===== src/rtl/ppc_pkg.sv =====
// Shared constants for the ping-pong counter: mode encodings and direction type.
package ppc_pkg;

  localparam logic [1:0] MODE_PINGPONG = 2'b00;
  localparam logic [1:0] MODE_WRAP     = 2'b01;
  localparam logic [1:0] MODE_ONESHOT  = 2'b10;
  localparam logic [1:0] MODE_HOLD     = 2'b11;

  typedef enum logic {
    DIR_DOWN = 1'b0,
    DIR_UP   = 1'b1
  } dir_e;

endpackage


===== src/rtl/ppc_step_unit.sv =====
// Saturating up/down step: one guard bit keeps out+step and out-step from wrapping,
// results are clamped into [lo, hi].
module ppc_step_unit #(
  parameter int WIDTH = 4
) (
  input  logic [WIDTH-1:0] out,
  input  logic [WIDTH-1:0] step,
  input  logic [WIDTH-1:0] lo,
  input  logic [WIDTH-1:0] hi,
  output logic [WIDTH-1:0] up_next,
  output logic [WIDTH-1:0] down_next
);

  logic [WIDTH:0] sum_w;
  logic [WIDTH:0] dif_w;

  always_comb begin
    sum_w = {1'b0, out} + {1'b0, step};
    dif_w = {1'b0, out} - {1'b0, step};
    up_next   = (sum_w > {1'b0, hi}) ? hi : sum_w[WIDTH-1:0];
    // top bit of dif_w set means the subtraction borrowed past zero
    down_next = (dif_w[WIDTH] || (dif_w < {1'b0, lo})) ? lo : dif_w[WIDTH-1:0];
  end

endmodule


===== src/rtl/param_ping_pong_counter.sv =====
// Bounded up/down counter with ping-pong, wrap, one-shot and hold modes,
// synchronous load and range correction when out drifts outside [lo, hi].
module param_ping_pong_counter
  import ppc_pkg::*;
#(
  parameter int WIDTH = 4
) (
  input  logic             clk,
  input  logic             rst,
  input  logic             enable,
  input  logic             load,
  input  logic [WIDTH-1:0] load_val,
  input  logic             load_dir,
  input  logic [WIDTH-1:0] lo,
  input  logic [WIDTH-1:0] hi,
  input  logic [WIDTH-1:0] step,
  input  logic [1:0]       mode,
  output logic [WIDTH-1:0] out,
  output logic             direction,
  output logic             bounce,
  output logic             done,
  output logic             cfg_err
);

  dir_e             dir_q;
  dir_e             dir_nxt;
  logic [WIDTH-1:0] out_nxt;
  logic             bounce_nxt;
  logic             done_nxt;
  logic [WIDTH-1:0] up_next;
  logic [WIDTH-1:0] down_next;

  ppc_step_unit #(.WIDTH(WIDTH)) u_step (
    .out       (out),
    .step      (step),
    .lo        (lo),
    .hi        (hi),
    .up_next   (up_next),
    .down_next (down_next)
  );

  assign cfg_err   = (lo > hi) || (step == '0);
  assign direction = dir_q;

  always_ff @(posedge clk or posedge rst) begin
    if (rst) begin
      out    <= '0;
      dir_q  <= DIR_UP;
      bounce <= 1'b0;
      done   <= 1'b0;
    end else begin
      out    <= out_nxt;
      dir_q  <= dir_nxt;
      bounce <= bounce_nxt;
      done   <= done_nxt;
    end
  end

  // Once the range checks pass, out sits exactly on hi (or lo) whenever the
  // ">= hi" / "<= lo" turn conditions fire, so the step unit's down_next/up_next
  // already equal max(hi-step, lo) / min(lo+step, hi) for the reversal.
  always_comb begin
    out_nxt    = out;
    dir_nxt    = dir_q;
    done_nxt   = done;
    bounce_nxt = 1'b0;
    if (load) begin
      out_nxt  = load_val;
      dir_nxt  = load_dir ? DIR_UP : DIR_DOWN;
      done_nxt = 1'b0;
    end else if (enable && !cfg_err) begin
      if (out > hi) begin
        out_nxt = hi;
      end else if (out < lo) begin
        out_nxt = lo;
      end else begin
        case (mode)
          MODE_PINGPONG: begin
            if (dir_q == DIR_UP) begin
              if (out >= hi) begin
                dir_nxt    = DIR_DOWN;
                out_nxt    = down_next;
                bounce_nxt = 1'b1;
              end else begin
                out_nxt = up_next;
              end
            end else begin
              if (out <= lo) begin
                dir_nxt    = DIR_UP;
                out_nxt    = up_next;
                bounce_nxt = 1'b1;
              end else begin
                out_nxt = down_next;
              end
            end
          end
          MODE_WRAP: begin
            if (dir_q == DIR_UP) begin
              out_nxt = (out >= hi) ? lo : up_next;
            end else begin
              out_nxt = (out <= lo) ? hi : down_next;
            end
          end
          MODE_ONESHOT: begin
            if (dir_q == DIR_UP) begin
              if (out < hi) begin
                out_nxt = up_next;
                if (up_next == hi) done_nxt = 1'b1;
              end
            end else begin
              if (out > lo) begin
                out_nxt = down_next;
                if (down_next == lo) done_nxt = 1'b1;
              end
            end
          end
          default: begin
            out_nxt = out;
          end
        endcase
      end
    end
  end

endmodule


===== config.mk =====
export PLATFORM = sky130hd
export DESIGN_NAME = param_ping_pong_counter
export DESIGN_NICKNAME = d
export VERILOG_FILES = /design/src/rtl/ppc_pkg.sv /design/src/rtl/ppc_step_unit.sv /design/src/rtl/param_ping_pong_counter.sv
export SDC_FILE = /design/constraint.sdc
export NUM_CORES = 1
export LEC_CHECK = 0
export BUFFER_PORTS_ARGS = -buffer_cell sky130_fd_sc_hd__buf_2
export CAP_MARGIN = 20
export CORE_ASPECT_RATIO = 0.5
export CORE_UTILIZATION = 29
export CTS_BUF_LIST = sky130_fd_sc_hd__clkbuf_8
export DETAILED_ROUTE_END_ITERATION = 10
export SLEW_MARGIN = 20
export SYNTH_ARGS = -nofsm -noshare
export SYNTH_HDL_FRONTEND = slang
export SYNTH_SLANG_ARGS = --single-unit

===== constraint.sdc =====
create_clock -name clk -period 3.8 [get_ports clk]
set_input_delay 0.19 -clock clk [delete_from_list [all_inputs] [get_ports clk]]
set_output_delay 0.19 -clock clk [all_outputs]
set_load 0.05 [all_outputs]

==> reports/results.txt <==
The final hold slack was 0.190 ns. The sequential cells in the finished layout cover a total of 176 um^2. The remaining number of nets flagged by the antenna check after routing is 0.

The synthesized design spends more area on one cell type than any other, namely sky130_fd_sc_hd__ha_1. The run gives 64.4% as the relative slew slack. Cell internal power was estimated by the tool at 0.000469 W. Based on the critical path, the design can be clocked at up to 0.278 GHz. The worst hold path belongs to the class primary input to register. The clock period could shrink to 3.60 ns. The worst IR drop on VDD was 0.117 mV; the width of the chip was 115 um. Flip-flop cell with the highest count after synthesis: sky130_fd_sc_hd__dfrtp_1.

For the max-cap violation count, the log shows 0. The number of buffers inserted by hold repair at cts is 1, and the portion of the clock cycle consumed by the worst path in the final layout is 94.8%. The global placement routability congestion is 1.00, and the switching power as a share of total power is 52.9%. Fill cells in the final layout number 665. Dividing total power by cell area gives a power density of 465 nW/um^2. For this run, asynchronously set or reset flops after synthesis account for 100%. The top cell types in the final layout, fill and taps aside, are sky130_fd_sc_hd__ha_1, sky130_fd_sc_hd__buf_2, sky130_fd_sc_hd__inv_1. The number of buffers and inverters on the critical path came out at 1.

Slowest library cell on the worst path: sky130_fd_sc_hd__dfrtp_1. The run gives 10.6% as the fraction of power consumed by sequential logic. In the routed design, unresolved DRC markers number 0. Adding up every negative setup slack in the final design gives 0 ns. The floorplan row count is 20, and the global-route wire length before repair is 9290 um. The actual slew at the worst max-slew pin came out at 0.532 ns. The cell count after synthesis came out at 225. Entering global routing, the biggest net connects 17 pins.

Yosys printed 0 warnings. STA classifies the critical path startpoint as a register. The antenna cell count came out at 0. The longest clock path from root to sink contains 2 buffers. In this run the count of I/O pins placed on the die edge is 31.

Clock skew on the completed layout was measured at 0.00497 ns. The synthesized design devotes to its leading area cell type 20.4% of total area. Once detailed placement completed, the half-perimeter wirelength came to 4950 um. In this run the worst path has a maximum fanout of 7. Across all layers, the routed design uses 1,919 vias.

The combinational power share is 78.8%. Broken down by cell family, the worst path's largest delay share belongs to compound AO/OA/AOI/OAI gates. Total of buffers placed on input and output ports: 30. The clock sink count is 7. The tools report the post-cts repair resize count as 0. TritonCTS built the clock tree. The clock transition time at the flip-flop clock pins of the worst setup and hold paths was 0.04 ns; the area growth from synthesis to layout was 16.2%. The post-synthesis net count is 280. Setup repair after global routing left no endpoint under its margin. STA puts the critical path data required time at 3.92 ns.

The multi-input combinational cells in the finished layout cover a total of 1530 um^2. The run gives 0 as the number of slew-limit violations in the final report. Setup violations remaining at the end of the flow were counted as 0.

The number of enable-type register cells in the synthesized netlist was 0; the number of levels in the clock H-tree was 1. The die covers 6700 um^2. In the post-synthesis netlist, the biggest area contributors are sky130_fd_sc_hd__ha_1, sky130_fd_sc_hd__dfrtp_1, sky130_fd_sc_hd__inv_1. For this design the total switching power over the nets is 0.000528 W. The tools report the core outline area as 6110 um^2. Once the floorplan was initialized, standard cells occupied 30.2% of the core. The average wire per cell in the routed design was 17.4 um; the via count of the first global-routing pass was 1,744.

Total iterations of the first detailed-routing run: 4. After synthesis the netlist holds a flip-flop and latch count of 7. The run finished with clean final reports. The overflow left after global routing came out at 0.

The critical path goes through inv_1 > fa_1 > xor2_1 > ha_1 > and3b_1 > o311a_1 > or2_4 > o21ai_1 > mux2i_1 > o311a_1 > a31o_1. The worst setup timing slack at the placement stage is 0.227 ns. The share of power burned in the clock network is 10.6%. Buffers inserted during clock tree synthesis total 3. In the global route stage, overall resource usage came out at 18.3%.

A synthesized cell averages 8.19 um^2. Data arrives at the worst endpoint at 3.72 ns. Across all setup checks in the final design, the least slack found is 0.199 ns. The finished cells cover 2140 um^2.

The number of hold violations in the final report is 0. Cell repeated most along the worst path: sky130_fd_sc_hd__o311a_1. The via count normalized by instance count was 5.55; the number of antenna violations at the first check in global routing was 0.

In this run the cell area of the synthesized design comes to 1840 um^2. After clock tree synthesis, the setup repair step added 0 buffers. In the final design database the tool counted 314 nets. The largest single stage delay on the critical path is 0.56 ns. The floorplan step set the die height to 58.4 um. The fraction of layout instances using a drive strength above 1 works out to 19.8%.

After detailed placement, the total cell area comes to 2090 um^2. The tools report the initial detailed-routing violation count as 256. For the number of distinct library cells after synthesis, the log shows 67. CTS placed an instance of sky130_fd_sc_hd__clkbuf_8 at the clock tree root. STA classifies the critical path endpoint as a register. After detailed routing, the total wire length is 6020 um.

For the insertion delay to the later sink of the worst-skew pair, the log shows 0.23 ns. The fraction of the yosys area taken by sequential cells was 9.57%; the leakage dissipation was 0.983 nW. The critical path in this run is classified as register to register.
-- path summary, 6_finish.rpt --
path,start,cells after the start,slack [ns],end
max,out[1],11,0.20,out[3]
min,load_dir,2,0.19,direction
max reg2reg,out[1],11,0.20,out[3]
min reg2reg,done,1,0.50,done
max in group asynchronous,rst,3,3.06,direction
min in group asynchronous,rst,3,0.45,out[1]
-- metal layers --
metal / global-route usage (%) / wire [um]
met1: 25.5 / 2900
met4: 4.08 / 102
met2: 29.6 / 2590
met3: 3.71 / 421
met5: 0 / 0
-- layout make-up --
cell class / count / area share (%)
Inverter: 27 / 4.73
Tap cell: 88 / 5.14
Sequential cell: 7 / 8.24
Clock buffer: 3 / 1.93
Multi-Input combinational cell: 187 / 71.6
Timing Repair Buffer: 33 / 8.18
Clock inverter: 1 / 0.175
-- logic make-up after synthesis --
logic type,count (synthesis),synth area share (%)
buffers and inverters,31,7.20
multiplexers,3,1.63
flip-flops,7,9.57
AO/OA/AOI/OAI,81,35.2
AND/OR/NAND/NOR,59,17.7
XOR/XNOR,12,6.11
adder cells (fa/ha/maj),32,22.5
-- metrics by stage --
step / util [%] / total power [W] / instances
2_1_floorplan: - / 0.000694 / 225
3_5_place_dp: 34.2 / 0.000877 / 341
6_report: 35.1 / 0.000997 / 346
4_1_cts: 35.1 / 0.000989 / 346
5_1_grt: 35.1 / 0.00107 / 346
3_3_place_gp: 34.2 / 0.000871 / 341
-- state kept, by name (all words and copies together), names as in the netlist --
signal,count
done,1
bounce,1
out,4
direction,1
-- power by group through the flow --
stage / logic [W] / registers [W] / clock network [W]
5_1_grt: 0.000855 / 0.000107 / 0.000112
2_1_floorplan: 0.000557 / 0.000137 / 0
3_3_place_gp: 0.000765 / 0.000106 / 0
3_5_place_dp: 0.000771 / 0.000106 / 0
6_report: 0.000786 / 0.000105 / 0.000106
4_1_cts: 0.000776 / 0.000105 / 0.000108
-- Yosys cell counts, types with 2 or more instances --
library cell / instances
sky130_fd_sc_hd__ha_1: 30
sky130_fd_sc_hd__inv_1: 26
sky130_fd_sc_hd__nand2_1: 13
sky130_fd_sc_hd__a21oi_1: 11
sky130_fd_sc_hd__o21a_1: 8
sky130_fd_sc_hd__xnor2_1: 8
sky130_fd_sc_hd__o21ai_0: 7
sky130_fd_sc_hd__dfrtp_1: 6
sky130_fd_sc_hd__nor2_1: 6
sky130_fd_sc_hd__nor3_1: 6
sky130_fd_sc_hd__nand4_1: 5
sky130_fd_sc_hd__a211oi_1: 4
sky130_fd_sc_hd__nand3_1: 4
sky130_fd_sc_hd__o211ai_1: 4
sky130_fd_sc_hd__or3_1: 4
sky130_fd_sc_hd__a221o_1: 3
sky130_fd_sc_hd__mux2i_1: 3
sky130_fd_sc_hd__nand2b_1: 3
sky130_fd_sc_hd__nor2b_1: 3
sky130_fd_sc_hd__nor4_1: 3
sky130_fd_sc_hd__o22ai_1: 3
sky130_fd_sc_hd__o311a_1: 3
sky130_fd_sc_hd__o31ai_1: 3
sky130_fd_sc_hd__xor2_1: 3
sky130_fd_sc_hd__a21o_1: 2
sky130_fd_sc_hd__a31oi_1: 2
sky130_fd_sc_hd__buf_6: 2
sky130_fd_sc_hd__fa_1: 2
sky130_fd_sc_hd__nor3b_1: 2
sky130_fd_sc_hd__o211a_1: 2
sky130_fd_sc_hd__o21ai_1: 2
sky130_fd_sc_hd__o221ai_1: 2
sky130_fd_sc_hd__o22a_1: 2
sky130_fd_sc_hd__o31a_1: 2
sky130_fd_sc_hd__o32ai_1: 2
sky130_fd_sc_hd__or2_2: 2
sky130_fd_sc_hd__or2_4: 2
-- worst reg2reg max path: cells and delay by family (launching register included) --
family | cells | cell delay, ns
buffers and inverters | 1 | 0.18
AO/OA/AOI/OAI | 4 | 1.04
flip-flops | 1 | 0.56
adder cells (fa/ha/maj) | 2 | 0.79
XOR/XNOR | 1 | 0.34
multiplexers | 1 | 0.09
AND/OR/NAND/NOR | 2 | 0.49
(Power assumes the default switching activity.)
